**src/rtl/adder_feeder.sv**
```systemverilog
// adder_feeder: serial nibble loader for the 16-input pipelined adder tree.
// Collects 16 operands, launches them, waits out latency, returns the sum.
module adder_feeder #(
  parameter int unsigned LATENCY = 5
) (
  input  logic        clk,
  input  logic        rst_n,
  input  logic        in_valid,
  input  logic [3:0]  in_data,
  output logic        in_ready,
  output logic [63:0] nib_o,
  input  logic [7:0]  sum_i,
  output logic        res_valid,
  output logic [7:0]  res_data,
  input  logic        res_ready,
  output logic        busy
);

  typedef enum logic [1:0] {
    COLLECT,
    LAUNCH,
    WAIT,
    DONE
  } state_t;

  state_t      r_state;
  logic [3:0]  r_cnt;
  logic [3:0]  r_wait;
  logic [63:0] r_nib;
  logic [7:0]  r_res;
  logic        r_res_valid;
  logic        w_accept;

  assign in_ready  = (r_state == COLLECT);
  assign busy      = ~in_ready;
  assign w_accept  = in_valid & in_ready;
  assign nib_o     = r_nib;
  assign res_data  = r_res;
  assign res_valid = r_res_valid;

  always_ff @(posedge clk or negedge rst_n) begin
    if (!rst_n) begin
      r_state     <= COLLECT;
      r_cnt       <= '0;
      r_wait      <= '0;
      r_nib       <= '0;
      r_res       <= '0;
      r_res_valid <= 1'b0;
    end else begin
      unique case (r_state)
        COLLECT: begin
          if (w_accept) begin
            r_nib[{r_cnt, 2'b00} +: 4] <= in_data;
            r_cnt <= r_cnt + 4'd1;
            if (r_cnt == 4'd15) begin
              r_state <= LAUNCH;
            end
          end
        end
        LAUNCH: begin
          r_wait  <= 4'(LATENCY);
          r_state <= WAIT;
        end
        WAIT: begin
          r_wait <= r_wait - 4'd1;
          // sum_i is valid in the cycle the counter shows 1
          if (r_wait == 4'd1) begin
            r_res       <= sum_i;
            r_res_valid <= 1'b1;
            r_state     <= DONE;
          end
        end
        DONE: begin
          if (res_ready) begin
            r_res_valid <= 1'b0;
            r_state     <= COLLECT;
          end
        end
        default: r_state <= COLLECT;
      endcase
    end
  end

endmodule

```
**config.mk**
```make
export PLATFORM = sky130hd
export DESIGN_NAME = adder_feeder
export DESIGN_NICKNAME = d
export VERILOG_FILES = /design/src/rtl/adder_feeder.sv
export SDC_FILE = /design/constraint.sdc
export NUM_CORES = 1
export LEC_CHECK = 0
export ABC_AREA = 1
export BUFFER_PORTS_ARGS = -buffer_cell sky130_fd_sc_hd__buf_2
export CAP_MARGIN = 20
export CORE_UTILIZATION = 32
export DETAILED_ROUTE_END_ITERATION = 8
export GPL_TIMING_DRIVEN = 0
export PLACE_DENSITY = 0.57
export SLEW_MARGIN = 20
export SYNTH_ARGS = -nofsm -noshare
export SYNTH_HDL_FRONTEND = slang
export SYNTH_SLANG_ARGS = --single-unit
export TNS_END_PERCENT = 5
```
**constraint.sdc**
```tcl
create_clock -name clk -period 2 [get_ports clk]
set_input_delay 0.3 -clock clk [delete_from_list [all_inputs] [get_ports clk]]
set_output_delay 0.3 -clock clk [all_outputs]
set_load 0.03 [all_outputs]
```
======== Word level (Yosys, flattened, before mapping) ========
Index checks and enable logic that the tools add are counted.
W data, S select, Z words.
word-level totals
  flip-flop bits (word level) ............. 83
  input port bits ......................... 16
  output and inout port bits .............. 75
operators by class
  add/subtract/negate cells ............... 3
  equal/unequal tests ..................... 9
  shift-type cells ........................ 2
  multiplexer cells ....................... 10
  bitwise logic cells ..................... 2
  reduce and logical (&&, ||, !) cells .... 7
operators by type and width
  cell                      count
  $bwmux W64                1
  $shift A4 B8 Y64 const A  1
  $shiftx A4 B8 Y64         1
  $mux W2                   4
  $neg A6 Y8                1
  $pmux W2 S4               1
  $pmux W4 S2               1
  $add A4 B1 Y4 const B     1
  $eq A2 B2 Y1 const B      2
  $eq A4 B1 Y1 const B      1
  $eq A4 B4 Y1 const B      1
  $ne A2 B1 Y1 const B      2
  $ne A2 B2 Y1 const B      2
  $reduce_and A2 Y1         2
  $reduce_and A4 Y1         1
  $reduce_bool A2 Y1        2
  $sub A4 B1 Y4 const B     1
  $reduce_and A3 Y1         1
  $eq A2 B1 Y1 const B      1
  $logic_not A2 Y1          1
  $mux W1                   2
  $pmux W1 S2               1
  $and A1 B1 Y1             1
  $not A1 Y1                1

======== Depth between registers and ports, before layout ========
Gate-level depths: netlist of run 1.
  word-level depth ........................ 4
  mapped depth ............................ 9

======== Least setup slack after synthesis of run 1 ========
OpenSTA, ideal clock, no wires.
  path type ............................... register -> register
  start ................................... reg r_state[0]
  end ..................................... reg r_nib[12] (netlist: nib_o[12])
  library setup time ...................... 118 ps
  arrival time ............................ 1761 ps
  slack ................................... 121 ps
  stages on the path, launching flop included .. 10
  clock period less this slack ............ 1879 ps
  cell sequence ........................... dfrtp_1 inv_1 ha_1 nand2_2 inv_1 nand3_1 nor2_2 nand2_1 nand2_1 nand2_1
between the ends
  longest elaborated chain between the ends .. 3
ends and longest elaborated chain
  element                         line  text
  start: declaration              26    state_t r_state;
  start signal: assignment        43    r_state <= COLLECT;
  start signal: assignment        56    r_state <= LAUNCH;
  start signal: assignment        62    r_state <= WAIT;
  $logic_not A2 Y1 *              34    assign in_ready = (r_state == COLLECT);
  net in_ready                    10    output logic in_ready,
  $and A1 B1 Y1                   36    assign w_accept = in_valid & in_ready;
  $reduce_and A2 Y1 (no line) *   n/a
  end signal: indexed assignment  53    r_nib[{r_cnt, 2'b00} +: 4] <= in_data;
  end: declaration                29    logic [63:0] r_nib;
Mark *: on every way through the listed nets, which the timed path passes. The rest lies on a longest branch.
A chain may end at the register's enable or synchronous reset.

======== Final worst setup path of run 1 ========
  start ................................... reg r_cnt[0]
  end ..................................... reg r_nib[49] (netlist: nib_o[49])
between the ends
  longest elaborated chain between the ends .. 3
  elaborated cells on any way between the ends .. 4
  those cells by class .................... 1 x add/sub; 2 x shift; 1 x mux
ends and longest elaborated chain
  element                                                       line  text
  start: declaration                                            27    logic [3:0] r_cnt;
  start signal: assignment                                      54    r_cnt <= r_cnt + 4'd1;
  $neg A6 Y8 *                                                  53
  $shiftx A4 B8 Y64 / $shift A4 B8 Y64 (equally long branches)  53
  $bwmux W64 *                                                  53
Every way passes the cells marked *; elsewhere a longest branch is shown, timed or not.

==> results of run 1 <==
-- critical path: stages, from the launching register on --
cell and delay, ps:
dfrtp_2 470, inv_4 90, ha_1 310, inv_1 160, nand3_1 190, nor2_4 230, clkbuf_2 200, nand3_1 90
nand2_1 80
-- kinds of logic after synthesis --
logic type,count (synthesis),share of synthesized area
AO/OA/AOI/OAI,12,0.0174
XOR/XNOR,4,0.00953
adder cells (fa/ha/maj),9,0.0306
buffers and inverters,29,0.0364
flip-flops,83,0.565
multiplexers,8,0.0245
AND/OR/NAND/NOR,278,0.317
-- layout make-up --
class | instances | area, um^2
Buffer | 7 | 56.3
Inverter | 22 | 85.1
Timing Repair Buffer | 100 | 548
Sequential cell | 83 | 2080
Tap cell | 140 | 175
Fill cell | 1109 | 6240
Clock inverter | 5 | 103
Multi-Input combinational cell | 311 | 1520
Clock buffer | 10 | 229
-- registers in the layout, indices dropped and copies added (netlist names) --
register / flops
res_valid: 1
r_state: 2
r_wait: 4
res_data: 8
r_cnt: 4
nib_o: 64
-- path summary, 6_finish.rpt --
path / depth (start not counted) / end
min in group asynchronous: 2 / res_data[6]$_DFFE_PN0P_
max in group asynchronous: 3 / r_cnt[0]$_DFFE_PN0P_
hold reg to reg: 2 / nib_o[56]$_DFFE_PN0P_
setup reg to reg: 8 / nib_o[49]$_DFFE_PN0P_
setup / recovery: 8 / nib_o[49]$_DFFE_PN0P_
hold / removal: 2 / res_data[7]$_DFFE_PN0P_
-- through the flow --
stage                     setup WS [ps]  instances  instance area, um^2  hold WS, ps  setup TNS, ps
final                               113        678                 4790          187              0
after global routing              -49.7        678                 4790          183           -318
after CTS                          13.3        670                 4680          179              0
after detailed placement          -72.6        654                 4330          277          -1220
after global placement            -87.8        653                 4300          451          -7290
after floorplan                     121        423                 3680         4.41              0
-- layer usage --
metal / vias to the layer above / wire, um / global-route usage
li1: 1574 / - / -
met1: 1525 / 4140 / 0.203
met2: 70 / 4340 / 0.270
met3: 8 / 426 / 0.0430
met4: 0 / 146 / 0.0667
met5: - / 0 / 0
-- where the power goes --
group          switching [uW]  total (uW)  internal [uW]
combinational            3060        4330           1270
clock                     656        1870           1210
sequential                408        2740           2330
total                    4130        8940           4810
-- cells in the final DEF (no fill, tap or decap) --
cell,count
nand2_1,177
buf_2,91
dfrtp_1,82
nand3_1,40
nor2_1,31
inv_1,19
nand4_1,13
o21ai_0,9
buf_4,9
clkbuf_16,9
mux2_2,8
ha_1,8
nor2_4,5
nand2_2,3
buf_6,3
xor2_1,3
nor2_2,3
bufinv_16,3
inv_2,2
clkbuf_2,2
nand3_2,2
nor3_1,2
a21oi_1,2
inv_4,1
xor2_2,1
nand3b_1,1
a21oi_4,1
and3_1,1
ha_2,1
clkinvlp_4,1
clkbuf_1,1
clkinv_2,1
dlygate4sd3_1,1
buf_16,1
dfrtp_2,1
-- what timing repair did --
action | CTS | global route
endpoints found under the hold margin | 31 | 0
hold buffers | 1 | 0
setup endpoints to repair | 48 | 62
resized for setup | 2 | 16
pin swaps | 0 | 4
setup buffers | 0 | 8
==> run_results.csv, run 1 <==
group,metric,value,unit
route,drt_iter0_drc,163,
floorplanning,coreArea,11000,um^2
floorplanning,dieArea,11900,um^2
cells_and_area,utilization,0.435,
route,drt-pass1-iter-count,4,
timing,period_needed,1890,ps
power,p_total,8940,uW
cts,cts_tree,"done",
route,ant_nets,0,
grt,grt_usage,0.164,
worst_setup_path,crit_arrival,2160,ps
worst_hold_path,hp-class,"primary input to flip-flop",
timing,drv_slew,0,
yosys,syn-cell-area,3680,um^2
grt,grt_start_max_net_pins,53,
timing,worst_slew_pin_slew,451,ps
grt,grt_pass1_vias,3126,
route,drc,0,
worst_setup_path,rrSetupSlack,110,ps
yosys,synth_edf_count,0,
timing,finalHoldViolations,0,
floorplanning,die_h,109,um
yosys,yosysMostFrequentCell,"nand2_1",
grt,antenna_found_initial,0,
place,numPortBuffers,90,
route,wirelength,9050,um
grt,grt_pass1_wl,14800,um
yosys,netlist_top_cells_area,"dfrtp_1 (56%), nand2_1 (18%), nand3_1 (5.7%), nor2_1 (3.5%), ha_1 (3.1%)",
route,via_count,3177,
yosys,yosysWarnings,0,
cells_and_area,nNetsFinal,559,
run,drv_cap,0,
floorplanning,rows,38,
cts,cts_root_buf,"clkbuf_16",
worst_setup_path,r2r-start,"r_cnt[0]$_DFFE_PN0P_",
cts,clkTransAtPathRegs,60,ps
cells_and_area,area_delta_synth_final,30.4,%
yosys,synth.top_cell.area_share,0.565,
yosys,ys_ff_latch,83,
place,gp_congestion,0.810,
yosys,synth_cell_type_count,23,
status,status,"complete, no violations",
floorplanning,pin_count,91,
yosys,ys_seq_area_frac,0.565,
power,power.density,1860,nW/um^2
route,wire_per_inst,13.3,um
timing,rsz0062_at_grt,"true",
cts,clk_latency,340,ps
worst_setup_path,path_max_fanout,10,
route,vias_per_cell,4.69,
yosys,synth_top_area_cell,"dfrtp_1",
timing,timing.final.crit_share,0.943,
cells_and_area,insertedDiodeCount,0,
floorplanning,initial_utilization,0.333,
floorplanning,die_w,109,um
worst_setup_path,crit_start,"r_cnt[0]$_DFFE_PN0P_",
yosys,syn_area_per_cell,8.69,um^2
timing,max_slew_margin,0.699,
worst_setup_path,cp-start-kind,"flip-flop",
grt,overflow,0,
cts,htreeDepth,3,
yosys,synthCells,423,
yosys,yosys-top-cells-count,"nand2_1 (178), dfrtp_1 (83), nand3_1 (42), nor2_1 (34), inv_1 (20)",
timing,clock_skew,8.00,ps
cts,cts_buffers,9,
power,p_leak,0.00268,uW
worst_setup_path,required,2270,ps
power,max-vdd-ir-drop,0.000848,V
cells_and_area,drive_gt1_frac,0.275,
timing,max_freq,530,MHz
place,dp_hpwl,6480,um
timing,setup_viol,0,
yosys,synth_ff_type,"dfrtp_1",
cts,clock_path_buffers,2,
worst_setup_path,crit_path_end_kind,"flip-flop",
yosys,synthArstFlopShare,1.00,
cts,clkSinkCount,83,
worst_hold_path,hp-start,"sum_i[7]",
yosys,syn_nets,448,
worst_setup_path,crit_type,"flip-flop to flip-flop",
Note: power is estimated with default switching activity, not from simulation.
==> run 2, diff against run 1 <==
--- a/config.mk
+++ b/config.mk
@@ -8,12 +8,11 @@
 export ABC_AREA = 1
 export BUFFER_PORTS_ARGS = -buffer_cell sky130_fd_sc_hd__buf_2
 export CAP_MARGIN = 20
-export CORE_UTILIZATION = 32
+export CORE_UTILIZATION = 50
 export DETAILED_ROUTE_END_ITERATION = 8
 export GPL_TIMING_DRIVEN = 0
-export PLACE_DENSITY = 0.57
+export PLACE_DENSITY = 0.8
 export SLEW_MARGIN = 20
 export SYNTH_ARGS = -nofsm -noshare
 export SYNTH_HDL_FRONTEND = slang
 export SYNTH_SLANG_ARGS = --single-unit
-export TNS_END_PERCENT = 5
==> run_results.csv, run 2 (synthesis results as in run 1) <==
group,metric,value,unit
status,status,"complete, no violations",
place,numPortBuffers,90,
floorplanning,die_h,87.8,um
floorplanning,die_w,87.8,um
cts,clkTransAtPathRegs,80,ps
grt,grt_usage,0.237,
worst_setup_path,worst_path_most_repeated_cell,"nand2_1",
timing,period_needed,1920,ps
route,drt-pass1-iter-count,4,
worst_hold_path,holdPathStages,2,
cells_and_area,layout_commonest_cell,"nand2_1",
timing,finalHoldViolations,0,
worst_hold_path,hp-class,"primary input to flip-flop",
cts,clkSinkCount,83,
route,drc,0,
route,drt_iter0_drc,187,
worst_setup_path,worst-r2r-cell-count,9,
worst_setup_path,crit_arrival,2160,ps
timing,max_freq,520,MHz
cells_and_area,insertedDiodeCount,0,
power,p_leak,0.00262,uW
worst_setup_path,path_max_fanout,6,
timing,max_slew_margin,0.722,
route,ant_nets,0,
cts,cts_root_buf,"clkbuf_8",
worst_setup_path,required,2240,ps
place,pre_cts_slack,-48.8,ps
cells_and_area,seqCellArea,2080,um^2
timing,hold_ws,184,ps
cells_and_area,fill_cells,576,
worst_setup_path,max_stage_delay,380,ps
route,vias_per_cell,5.13,
timing,setup_tns,0,ps
grt,overflow,0,
cells_and_area,largest_reg_flops,64,
timing,timing.final.crit_share,0.962,
worst_setup_path,cp-start-kind,"flip-flop",
run,drv_cap,0,
route,wire_per_inst,13.2,um
cts,htreeDepth,3,
floorplanning,rows,30,
place,dp_hpwl,5960,um
grt,grt_pass1_wl,14100,um
grt,grt_start_max_net_pins,58,
cts,cts_buffers,9,
worst_setup_path,crit_path_end_kind,"flip-flop",
cells_and_area,drive_gt1_frac,0.276,
cells_and_area,area_delta_synth_final,25.2,%
timing,worst_slew_pin_slew,415,ps
cells_and_area,nNetsFinal,559,
timing,drv_slew,0,
cts,cts_tree,"done",
power,p_total,8200,uW
timing,setup_viol,0,
route,wirelength,8380,um
cts,clk_latency,350,ps
route,via_count,3258,
timing,worst_slack,76.5,ps
worst_setup_path,path_cells,"inv_1, ha_2, nand2_2, inv_1, nand2_1, a21oi_4, nand2_1, nand2_1, nand2_1",
floorplanning,coreArea,6940,um^2
power,max-vdd-ir-drop,0.00108,V
floorplanning,dieArea,7700,um^2
grt,grt_pass1_vias,3056,
floorplanning,initial_utilization,0.530,
worst_setup_path,slowest_stage,"dfrtp_1",
timing,rsz0062_at_grt,"true",
place,gp_congestion,0.844,
timing,clock_skew,8.50,ps
floorplanning,pin_count,91,
cts,clock_path_buffers,2,
grt,antenna_found_initial,0,
worst_setup_path,crit_type,"flip-flop to flip-flop",
power,power.density,1780,nW/um^2
cells_and_area,final_cell_mix,"nand2_1 (178), buf_2 (91), dfrtp_1 (82), nand3_1 (41), nor2_1 (31)",
cells_and_area,multiInputGateArea,1520,um^2
## run 2: cell count changes in the layout (fill, tap and decap cells not counted), moves of 2 or more
cell,delta
clkbuf_8,+10
inv_2,+2
clkinv_4,+2
clkbuf_16,-9
bufinv_16,-2
## run 2: where the power goes
group	internal, uW	total [uW]	switching, uW
logic	1210	4250	3030
registers	2320	2740	415
clock network	611	1220	604
total	4150	8200	4050
## run 2: routing by layer
layer | vias up | share of wire | track usage
li1 | 1575 | - | -
met5 | - | 0 | 0
met4 | 0 | 0.020 | 0.0999
met3 | 17 | 0.058 | 0.0396
met1 | 1554 | 0.45 | 0.315
met2 | 112 | 0.48 | 0.385
## run 2: layout make-up
class | count | area share
inverters | 22 | 0.0179
clock inverters | 6 | 0.0141
multi-input cells | 311 | 0.329
flip-flops and latches | 83 | 0.451
well taps | 96 | 0.0261
plain buffers | 7 | 0.0122
clock buffers | 10 | 0.0299
repair buffers | 100 | 0.119
## run 2: path summary, 6_finish.rpt
path	slack (ps)	startpoint	endpoint
worst max-delay path	80	r_state[0]$_DFFE_PN0P_	nib_o[59]$_DFFE_PN0P_
worst min-delay path	180	sum_i[3]	res_data[3]$_DFFE_PN0P_
worst max register to register	80	r_state[0]$_DFFE_PN0P_	nib_o[59]$_DFFE_PN0P_
worst min register to register	470	nib_o[11]$_DFFE_PN0P_	nib_o[11]$_DFFE_PN0P_
max in group asynchronous	990	rst_n	r_cnt[0]$_DFFE_PN0P_
min in group asynchronous	410	rst_n	nib_o[7]$_DFFE_PN0P_
## run 2: critical path: cells and delay by family, from the launching register on
| family | cells | cell delay (ps) |
|---|---|---|
| AND/OR/NAND/NOR | 5 | 660 |
| flip-flops | 1 | 380 |
| buffers and inverters | 2 | 260 |
| adder cells (fa/ha/maj) | 1 | 250 |
| AO/OA/AOI/OAI | 1 | 250 |
## run 2: through the flow
step | std cells | area, um^2 | utilization
2_1_floorplan | 423 | 3680 | -
3_3_place_gp | 609 | 4250 | 0.612
3_5_place_dp | 610 | 4280 | 0.616
4_1_cts | 627 | 4500 | 0.648
5_1_grt | 635 | 4600 | 0.663
6_report | 635 | 4600 | 0.663
## run 2: timing repair
action	4_1_cts	5_1_grt
hold buffers	1	0
cloned	0	0
setup endpoints to repair	31	64
pin swaps	0	5
hold endpoints to repair	26	0
buffers inserted	0	8
gates resized for setup	3	14
